$ cat src/rtl/panel_bridge_pkg.sv
// panel_bridge_pkg
//   Shared constants and types for the serial front-panel bridge:
//   command opcodes, ACK/NAK bytes, key-code and register-select
//   enumerations, and the command FSM state type.
package panel_bridge_pkg;

    localparam logic [7:0] OP_SR    = 8'h53;  // 'S' switch register
    localparam logic [7:0] OP_FIELD = 8'h46;  // 'F' field switches
    localparam logic [7:0] OP_MODE  = 8'h4D;  // 'M' mode switches
    localparam logic [7:0] OP_KEY   = 8'h4B;  // 'K' key pulse
    localparam logic [7:0] OP_READ  = 8'h52;  // 'R' register read

    localparam logic [7:0] ACK = 8'h06;
    localparam logic [7:0] NAK = 8'h15;

    localparam int NUM_KEYS = 6;

    typedef enum logic [2:0] {
        KEY_START     = 3'd0,
        KEY_STOP      = 3'd1,
        KEY_LOAD_ADDR = 3'd2,
        KEY_DEP       = 3'd3,
        KEY_EXAM      = 3'd4,
        KEY_CONT      = 3'd5
    } key_e;

    typedef enum logic [2:0] {
        SEL_PC     = 3'd0,
        SEL_MA     = 3'd1,
        SEL_MB     = 3'd2,
        SEL_LAC    = 3'd3,
        SEL_MQ     = 3'd4,
        SEL_STATUS = 3'd5
    } sel_e;

    typedef enum logic [2:0] {
        ST_IDLE,
        ST_ARG0,
        ST_ARG1,
        ST_EXEC,
        ST_PULSE,
        ST_SEND_ACK,
        ST_SEND_HI,
        ST_SEND_LO
    } state_e;

    function automatic logic is_opcode(input logic [7:0] b);
        return (b == OP_SR) || (b == OP_FIELD) || (b == OP_MODE) ||
               (b == OP_KEY) || (b == OP_READ);
    endfunction

endpackage

$ cat src/rtl/panel_uart_bridge_uart_byte_io.sv
// uart_byte_io
//   8N1 byte-level UART. Receiver uses a 2-flop synchronizer and 16x
//   oversampling (start bit re-checked at its midpoint, data and stop
//   sampled mid-bit). Transmitter sends start, 8 data bits LSB first, stop.
// Ports:
//   clk, rst             clock, synchronous active-high reset
//   rx                   serial input, idle high
//   rx_data, rx_valid    received byte and its 1-cycle strobe
//   tx                   serial output, idle high
//   tx_data, tx_start    byte to send; start accepted only when !tx_busy
//   tx_busy              high while a byte is on the line
module uart_byte_io #(
    parameter int CLK_HZ = 50_000_000,
    parameter int BAUD   = 115200
) (
    input  logic       clk,
    input  logic       rst,
    input  logic       rx,
    output logic [7:0] rx_data,
    output logic       rx_valid,
    output logic       tx,
    input  logic [7:0] tx_data,
    input  logic       tx_start,
    output logic       tx_busy
);

    localparam int OS_RAW  = CLK_HZ / (BAUD * 16);
    localparam int OS_DIV  = (OS_RAW < 1) ? 1 : OS_RAW;
    localparam int BIT_CYC = OS_DIV * 16;
    localparam int OW      = (OS_DIV > 1) ? $clog2(OS_DIV) : 1;
    localparam int BW      = $clog2(BIT_CYC);

    typedef enum logic [1:0] {RX_IDLE, RX_START, RX_DATA, RX_STOP} rx_state_e;

    // receiver state
    logic            rx_meta_q, rx_sync_q;
    logic [OW-1:0]   os_q, os_d;
    rx_state_e       rx_state_q, rx_state_d;
    logic [3:0]      rx_tick_q, rx_tick_d;
    logic [2:0]      rx_bit_q, rx_bit_d;
    logic [7:0]      rx_shift_q, rx_shift_d;
    logic            rx_valid_q, rx_valid_d;
    logic            os_tick;

    // transmitter state
    logic            tx_q, tx_d;
    logic            tx_busy_q, tx_busy_d;
    logic [9:0]      tx_shift_q, tx_shift_d;
    logic [BW-1:0]   tx_cnt_q, tx_cnt_d;
    logic [3:0]      tx_bits_q, tx_bits_d;

    assign os_tick  = (os_q == OW'(OS_DIV - 1));
    assign rx_data  = rx_shift_q;
    assign rx_valid = rx_valid_q;
    assign tx       = tx_q;
    assign tx_busy  = tx_busy_q;

    always_comb begin
        os_d       = os_tick ? '0 : os_q + 1'b1;
        rx_state_d = rx_state_q;
        rx_tick_d  = rx_tick_q;
        rx_bit_d   = rx_bit_q;
        rx_shift_d = rx_shift_q;
        rx_valid_d = 1'b0;

        case (rx_state_q)
            RX_IDLE: begin
                if (!rx_sync_q) begin
                    rx_state_d = RX_START;
                    rx_tick_d  = '0;
                end
            end
            RX_START: begin
                if (os_tick) begin
                    if (rx_tick_q == 4'd7) begin
                        // a glitch shorter than half a bit is not a start bit
                        rx_state_d = rx_sync_q ? RX_IDLE : RX_DATA;
                        rx_tick_d  = '0;
                        rx_bit_d   = '0;
                    end else begin
                        rx_tick_d = rx_tick_q + 1'b1;
                    end
                end
            end
            RX_DATA: begin
                if (os_tick) begin
                    if (rx_tick_q == 4'd15) begin
                        rx_tick_d  = '0;
                        rx_shift_d = {rx_sync_q, rx_shift_q[7:1]};
                        rx_bit_d   = rx_bit_q + 1'b1;
                        if (rx_bit_q == 3'd7) begin
                            rx_state_d = RX_STOP;
                        end
                    end else begin
                        rx_tick_d = rx_tick_q + 1'b1;
                    end
                end
            end
            RX_STOP: begin
                if (os_tick) begin
                    if (rx_tick_q == 4'd15) begin
                        // framing error: drop the byte silently
                        rx_valid_d = rx_sync_q;
                        rx_state_d = RX_IDLE;
                    end else begin
                        rx_tick_d = rx_tick_q + 1'b1;
                    end
                end
            end
            default: rx_state_d = RX_IDLE;
        endcase
    end

    always_comb begin
        tx_d       = tx_q;
        tx_busy_d  = tx_busy_q;
        tx_shift_d = tx_shift_q;
        tx_cnt_d   = tx_cnt_q;
        tx_bits_d  = tx_bits_q;

        if (!tx_busy_q) begin
            if (tx_start) begin
                tx_shift_d = {1'b1, tx_data, 1'b0};
                tx_busy_d  = 1'b1;
                tx_cnt_d   = '0;
                tx_bits_d  = '0;
                tx_d       = 1'b0;
            end
        end else if (tx_cnt_q == BW'(BIT_CYC - 1)) begin
            tx_cnt_d   = '0;
            tx_bits_d  = tx_bits_q + 1'b1;
            tx_shift_d = {1'b1, tx_shift_q[9:1]};
            if (tx_bits_q == 4'd9) begin
                tx_busy_d = 1'b0;
                tx_d      = 1'b1;
            end else begin
                tx_d = tx_shift_d[0];
            end
        end else begin
            tx_cnt_d = tx_cnt_q + 1'b1;
        end
    end

    always_ff @(posedge clk) begin
        rx_shift_q <= rx_shift_d;
        tx_shift_q <= tx_shift_d;
        if (rst) begin
            rx_meta_q  <= 1'b1;
            rx_sync_q  <= 1'b1;
            os_q       <= '0;
            rx_state_q <= RX_IDLE;
            rx_tick_q  <= '0;
            rx_bit_q   <= '0;
            rx_valid_q <= 1'b0;
            tx_q       <= 1'b1;
            tx_busy_q  <= 1'b0;
            tx_cnt_q   <= '0;
            tx_bits_q  <= '0;
        end else begin
            rx_meta_q  <= rx;
            rx_sync_q  <= rx_meta_q;
            os_q       <= os_d;
            rx_state_q <= rx_state_d;
            rx_tick_q  <= rx_tick_d;
            rx_bit_q   <= rx_bit_d;
            rx_valid_q <= rx_valid_d;
            tx_q       <= tx_d;
            tx_busy_q  <= tx_busy_d;
            tx_cnt_q   <= tx_cnt_d;
            tx_bits_q  <= tx_bits_d;
        end
    end

endmodule

$ cat src/rtl/panel_uart_bridge.sv
// panel_uart_bridge
//   Host-UART front panel for the PDP-8/I. Decodes binary commands
//   (S/F/M/K/R), drives switch register, field and mode switches, pulses
//   one key at a time, and returns register snapshots. Every command is
//   answered with ACK or NAK; a NAK'd command leaves every output alone.
// Ports:
//   clk, rst                  clock, synchronous active-high reset
//   rx, tx                    host serial lines (8N1, idle high)
//   sr, dfsr, ifsr            switch register and field switches
//   start..cont               key outputs, high for PULSE_CYCLES
//   step, sing_step, sing_inst mode switch levels
//   run, pause, ion           processor status inputs
//   pc, ma, mb, mq, lac       processor registers (lac = link + AC)
//   instf, dataf              field registers
module panel_uart_bridge #(
    parameter int CLK_HZ         = 50_000_000,
    parameter int BAUD           = 115200,
    parameter int PULSE_CYCLES   = 1000,
    parameter int TIMEOUT_CYCLES = CLK_HZ / 10
) (
    input  logic        clk,
    input  logic        rst,
    input  logic        rx,
    output logic        tx,
    output logic [11:0] sr,
    output logic [2:0]  dfsr,
    output logic [2:0]  ifsr,
    output logic        start,
    output logic        stop,
    output logic        load_addr,
    output logic        dep,
    output logic        exam,
    output logic        cont,
    output logic        step,
    output logic        sing_step,
    output logic        sing_inst,
    input  logic        run,
    input  logic        pause,
    input  logic        ion,
    input  logic [11:0] pc,
    input  logic [11:0] ma,
    input  logic [11:0] mb,
    input  logic [11:0] mq,
    input  logic [12:0] lac,
    input  logic [2:0]  instf,
    input  logic [2:0]  dataf
);

    import panel_bridge_pkg::*;

    localparam int TW = $clog2(TIMEOUT_CYCLES + 1);
    localparam int PW = $clog2(PULSE_CYCLES + 1);

    logic [7:0] rx_data;
    logic       rx_valid;
    logic [7:0] tx_data;
    logic       tx_start;
    logic       tx_busy;

    uart_byte_io #(
        .CLK_HZ (CLK_HZ),
        .BAUD   (BAUD)
    ) u_uart (
        .clk      (clk),
        .rst      (rst),
        .rx       (rx),
        .rx_data  (rx_data),
        .rx_valid (rx_valid),
        .tx       (tx),
        .tx_data  (tx_data),
        .tx_start (tx_start),
        .tx_busy  (tx_busy)
    );

    state_e              state_q, state_d;
    logic [7:0]          opcode_q, opcode_d;
    logic [7:0]          arg0_q, arg0_d;
    logic [7:0]          arg1_q, arg1_d;
    logic [7:0]          resp_q, resp_d;
    logic [12:0]         snap_q, snap_d;
    logic                sent_q, sent_d;
    logic [TW-1:0]       timer_q, timer_d;
    logic [PW-1:0]       pulse_q, pulse_d;
    logic [11:0]         sr_q, sr_d;
    logic [2:0]          dfsr_q, dfsr_d;
    logic [2:0]          ifsr_q, ifsr_d;
    logic [2:0]          mode_q, mode_d;   // {step, sing_step, sing_inst}
    logic [NUM_KEYS-1:0] keys_q, keys_d;   // one-hot, indexed by key_e

    logic [12:0] read_v;
    logic        send_ready;
    logic        send_done;

    assign sr        = sr_q;
    assign dfsr      = dfsr_q;
    assign ifsr      = ifsr_q;
    assign step      = mode_q[2];
    assign sing_step = mode_q[1];
    assign sing_inst = mode_q[0];
    assign start     = keys_q[KEY_START];
    assign stop      = keys_q[KEY_STOP];
    assign load_addr = keys_q[KEY_LOAD_ADDR];
    assign dep       = keys_q[KEY_DEP];
    assign exam      = keys_q[KEY_EXAM];
    assign cont      = keys_q[KEY_CONT];

    // sent_q marks that this SEND state already issued its byte; the state
    // is left once the transmitter has gone busy and come back idle.
    assign send_ready = !sent_q && !tx_busy;
    assign send_done  = sent_q && !tx_busy;

    always_comb begin
        read_v = '0;
        case (arg0_q[2:0])
            SEL_PC:     read_v = {1'b0, pc};
            SEL_MA:     read_v = {1'b0, ma};
            SEL_MB:     read_v = {1'b0, mb};
            SEL_LAC:    read_v = lac;
            SEL_MQ:     read_v = {1'b0, mq};
            SEL_STATUS: read_v = {4'b0, run, pause, ion, instf, dataf};
            default:    read_v = '0;
        endcase
    end

    always_comb begin
        state_d  = state_q;
        opcode_d = opcode_q;
        arg0_d   = arg0_q;
        arg1_d   = arg1_q;
        resp_d   = resp_q;
        snap_d   = snap_q;
        sent_d   = sent_q;
        timer_d  = timer_q;
        pulse_d  = pulse_q;
        sr_d     = sr_q;
        dfsr_d   = dfsr_q;
        ifsr_d   = ifsr_q;
        mode_d   = mode_q;
        keys_d   = keys_q;
        tx_start = 1'b0;
        tx_data  = resp_q;

        case (state_q)
            ST_IDLE: begin
                if (rx_valid) begin
                    opcode_d = rx_data;
                    timer_d  = '0;
                    sent_d   = 1'b0;
                    if (is_opcode(rx_data)) begin
                        state_d = ST_ARG0;
                    end else begin
                        resp_d  = NAK;
                        state_d = ST_SEND_ACK;
                    end
                end
            end
            ST_ARG0: begin
                if (rx_valid) begin
                    arg0_d  = rx_data;
                    timer_d = '0;
                    state_d = (opcode_q == OP_SR) ? ST_ARG1 : ST_EXEC;
                end else if (timer_q == TW'(TIMEOUT_CYCLES - 1)) begin
                    state_d = ST_IDLE;
                end else begin
                    timer_d = timer_q + 1'b1;
                end
            end
            ST_ARG1: begin
                if (rx_valid) begin
                    arg1_d  = rx_data;
                    timer_d = '0;
                    state_d = ST_EXEC;
                end else if (timer_q == TW'(TIMEOUT_CYCLES - 1)) begin
                    state_d = ST_IDLE;
                end else begin
                    timer_d = timer_q + 1'b1;
                end
            end
            ST_EXEC: begin
                resp_d  = ACK;
                sent_d  = 1'b0;
                state_d = ST_SEND_ACK;
                case (opcode_q)
                    OP_SR:    sr_d = {arg0_q[3:0], arg1_q};
                    OP_FIELD: begin
                        ifsr_d = arg0_q[5:3];
                        dfsr_d = arg0_q[2:0];
                    end
                    OP_MODE:  mode_d = arg0_q[2:0];
                    OP_KEY: begin
                        // only stop may be pressed while the machine runs
                        if ((arg0_q > 8'd5) || (run && (arg0_q[2:0] != KEY_STOP))) begin
                            resp_d = NAK;
                        end else begin
                            keys_d  = NUM_KEYS'(1) << arg0_q[2:0];
                            pulse_d = '0;
                            state_d = ST_PULSE;
                        end
                    end
                    OP_READ: begin
                        if (arg0_q > 8'd5) begin
                            resp_d = NAK;
                        end else begin
                            snap_d = read_v;
                        end
                    end
                    default: resp_d = NAK;
                endcase
            end
            ST_PULSE: begin
                if (pulse_q == PW'(PULSE_CYCLES - 1)) begin
                    keys_d  = '0;
                    state_d = ST_SEND_ACK;
                end else begin
                    pulse_d = pulse_q + 1'b1;
                end
            end
            ST_SEND_ACK: begin
                tx_data = resp_q;
                if (send_ready) begin
                    tx_start = 1'b1;
                    sent_d   = 1'b1;
                end else if (send_done) begin
                    sent_d  = 1'b0;
                    state_d = (opcode_q == OP_READ && resp_q == ACK) ? ST_SEND_HI : ST_IDLE;
                end
            end
            ST_SEND_HI: begin
                tx_data = {1'b0, snap_q[12:6]};
                if (send_ready) begin
                    tx_start = 1'b1;
                    sent_d   = 1'b1;
                end else if (send_done) begin
                    sent_d  = 1'b0;
                    state_d = ST_SEND_LO;
                end
            end
            ST_SEND_LO: begin
                tx_data = {2'b0, snap_q[5:0]};
                if (send_ready) begin
                    tx_start = 1'b1;
                    sent_d   = 1'b1;
                end else if (send_done) begin
                    sent_d  = 1'b0;
                    state_d = ST_IDLE;
                end
            end
            default: state_d = ST_IDLE;
        endcase
    end

    always_ff @(posedge clk) begin
        opcode_q <= opcode_d;
        arg0_q   <= arg0_d;
        arg1_q   <= arg1_d;
        resp_q   <= resp_d;
        snap_q   <= snap_d;
        if (rst) begin
            state_q <= ST_IDLE;
            sent_q  <= 1'b0;
            timer_q <= '0;
            pulse_q <= '0;
            sr_q    <= '0;
            dfsr_q  <= '0;
            ifsr_q  <= '0;
            mode_q  <= '0;
            keys_q  <= '0;
        end else begin
            state_q <= state_d;
            sent_q  <= sent_d;
            timer_q <= timer_d;
            pulse_q <= pulse_d;
            sr_q    <= sr_d;
            dfsr_q  <= dfsr_d;
            ifsr_q  <= ifsr_d;
            mode_q  <= mode_d;
            keys_q  <= keys_d;
        end
    end

endmodule

$ cat config.mk
export PLATFORM = sky130hd
export DESIGN_NAME = panel_uart_bridge
export DESIGN_NICKNAME = d
export VERILOG_FILES = /design/src/rtl/panel_bridge_pkg.sv /design/src/rtl/panel_uart_bridge_uart_byte_io.sv /design/src/rtl/panel_uart_bridge.sv
export SDC_FILE = /design/constraint.sdc
export NUM_CORES = 1
export LEC_CHECK = 0
export BUFFER_PORTS_ARGS = -buffer_cell sky130_fd_sc_hd__buf_2
export CAP_MARGIN = 20
export CORE_ASPECT_RATIO = 1.75
export CORE_UTILIZATION = 62
export DETAILED_ROUTE_END_ITERATION = 6
export PLACE_DENSITY = 0.85
export SLEW_MARGIN = 10
export SYNTH_ARGS = -nofsm -noshare
export SYNTH_HDL_FRONTEND = slang
export SYNTH_HIERARCHICAL = 1
export SYNTH_SLANG_ARGS = --single-unit
$ cat constraint.sdc
create_clock -name clk -period 3.7 [get_ports clk]
set_input_delay 0.37 -clock clk [delete_from_list [all_inputs] [get_ports clk]]
set_output_delay 0.37 -clock clk [all_outputs]
set_load 0.01 [all_outputs]
==> flow_summary.yaml <==
cts:
  insertion_delay_ns: 0.42
  cts_hold_buf: 0
  root_buffer: "clkbuf_16"
  cts-resized-gates: 0
  postCtsSetupBuffers: 0
  clk_path_buf_depth: 2
  cts_buffers: 17
  cts_sinks: 151
  path_clk_slew_ns: 0.06
  cts_max_level: 4
  cts_tree: "built"
route:
  postRouteAntennaNets: 0
  vias: 6302
  drtIter0Drc: 495
  drc: 0
  totalWireLength_mm: 18.1
  firstDrtPassIters: 6
  wire_per_inst_um: 18.5
  vias_per_cell: 6.43
timing:
  fin_ws_ns: 1.03
  slew_violations: 0
  worst_slew_pin_slew_ns: 1.03
  fin_tns_setup_ns: 0
  skew_ns: 0.00804
  period_share_pct: 72.0
  setup_viol: 0
  hold_viol: 0
  period_needed_ns: 2.67
  fmax_mhz: 375
  slew-limit-headroom_pct: 31.0
  rsz0062_at_grt: "no"
power:
  ir_drop_v: 0.000303
  power_frac_seq_pct: 47.9
  combPwrFrac_pct: 2.8
  clock_power_share_pct: 49.3
  internal_power_mw: 2.86
  power.total_mw: 3.59
  swShare_pct: 20.4
  cellPowerDensity_nw_per_um2: 421
  p_sw_mw: 0.731
  leakagePower_nw: 3.29
floorplanning:
  die_x_um: 84.5
  die_height_um: 146
  pin_count: 101
  num_rows: 52
  core_area_sq_um: 11600
  initial_utilization_pct: 63.8
  dieArea_sq_um: 12400
outcome:
  outcome: "completed"
synthesis:
  postSynthCellCount: 746
  yosysWarnings: 6
  async_flop_share_pct: 0
  synth_ff_type: "dfxtp_1"
  synth_nets: 829
  avgSynthCellArea_sq_um: 9.90
  seq_area_frac_synth_pct: 48.4
  syn-cell-area_sq_um: 7380
  synth_edf_count: 55
  ys_ff_latch: 151
  synth_cell_type_count: 80
global_route:
  grt_max_degree: 42
  grt_use_total_pct: 29.8
  antenna_found_initial: 0
  grt_pass1_wl_mm: 28.9
  grt_pass1_vias: 6115
  grt_overflow_total: 0
placement:
  numPortBuffers: 100
  place.detailed.hpwl_mm: 13.0
  dp_cells: 947
  placed_cell_area_sq_um: 7910
  dp_slack_ns: 1.09
  gp_congestion: 0.969
worst_setup_path:
  startpoint_type: "register"
  cp-end-kind: "register"
  path_class: "register to register"
  crit_fanout: 23
  critPathArrivalTime_ns: 2.97
  critPathRequiredTime_ns: 4.00
finish:
  fillerInstances: 822
  multi_input_area_sq_um: 3580
  drive_above_1_share_pct: 19.8
  mostFrequentLayoutCell: "buf_2"
  n_antenna_cell: 0
  nNetsFinal: 915
  area_delta_synth_final_pct: 15.5
  stdcell_count: 980
  register_area_sq_um: 3570
  mostFrequentLayoutCells: "100 x buf_2, 96 x nor2_1, 96 x dfxtp_1"
  design_area_sq_um: 8530
min_path:
  hold_class: "primary input to register"
run:
  maxCapViolCount: 0
synthesized netlist by cell type (6+ instances only):
cell type	instances	share of area [%]
dfxtp_1	96	26
nor2_1	96	4.9
edfxtp_1	55	22
mux2i_1	48	6.5
a21oi_1	47	3.2
nand2_1	33	1.7
nand3_1	32	2.2
clkbuf_1	27	1.4
o21ai_0	21	1.4
inv_1	14	0.71
and3_1	13	1.1
a31oi_1	12	1.0
nand2b_1	12	1.0
nand4_1	11	0.93
nor3_1	11	0.75
or3_1	11	0.93
ha_1	10	1.7
and4_1	9	1.1
mux2_2	9	1.4
o22ai_1	8	0.68
o31ai_1	8	0.81
xnor2_1	8	0.95
xor2_1	8	0.95
a311oi_1	7	0.83
nor3b_1	7	0.71
nor4_1	7	0.59
or4_1	7	0.71
a22o_1	6	0.71
a22oi_1	6	0.61
nand3b_1	6	0.61
nor2b_1	6	0.51
o211ai_1	6	0.61
or2_2	6	0.51
kinds of logic (layout without fill, tap and decap cells):
kind of cell | count (synthesis) | count (layout) | share of synthesized area, %
xor gates and xnor gates | 16 | 16 | 1.90
muxes | 57 | 57 | 7.88
DFF | 151 | 151 | 48.4
AOI/OAI and AO/OA | 156 | 156 | 14.2
buffers and inverters | 54 | 153 | 3.19
adders and majority gates | 10 | 10 | 1.69
and+or+nand+nor | 301 | 301 | 22.7
other | 1 | 1 | 0.0508
registers in the layout (all words and copies together) (netlist names), 8 cells and up, named ones only:
| register | cells |
|---|---|
| timer_q | 23 |
| snap_q | 13 |
| sr | 12 |
| pulse_q | 10 |
| u_uart/tx_cnt_q | 9 |
| arg0_q | 8 |
| arg1_q | 8 |
| opcode_q | 8 |
| u_uart/rx_data | 8 |
| u_uart/tx_shift_q | 8 |
cell type report:
cell class                 instances  share of cell area (%)
sequential                       151                    41.9
multi-input combinational        541                    41.9
clock buffer                      23                    5.87
tap                              135                    1.98
clock inverter                     9                    1.31
timing repair buffer             106                    6.39
inverter                          15                   0.660
power by group through the flow:
stage | combinational, mW | clock (mW) | sequential (mW)
floorplan | 0.0473 | 0 | 1.75
global placement | 0.0945 | 0 | 1.76
detailed placement | 0.0977 | 0 | 1.76
CTS | 0.0983 | 1.78 | 1.72
global route | 0.107 | 1.86 | 1.72
finish | 0.0989 | 1.77 | 1.72
stage by stage:
step	util (%)	hold WS [ns]
5_1_grt	73.7	0.122
2_1_floorplan	-	0.389
3_5_place_dp	68.3	0.408
4_1_cts	73.6	0.117
3_3_place_gp	68.3	0.399
6_report	73.7	0.128
worst max-delay path, stage by stage (launching register included):
cell and delay (ns):
dfxtp_1 0.87, and3b_1 0.46, and3_1 0.77, mux2i_1 0.35, nor2_1 0.09
worst paths after layout:
check	cells past startpoint	end	from	slack, ns
worst min register to register	1	u_uart/rx_sync_q	u_uart/rx_meta_q	0.42
worst max-delay path	4	sr[7]	state_q[0]	1.03
worst max register to register	4	sr[7]	state_q[0]	1.03
worst min-delay path	2	u_uart/rx_meta_q	rx	0.13
layer usage:
layer	global-route usage, %	wire (um)	share of wire (%)
met5	0	0	0
met2	54.0	9780	54
met4	18.0	886	4.9
met3	5.71	628	3.5
met1	31.3	6810	38
No activity file was read; power rests on OpenSTA's default activity.
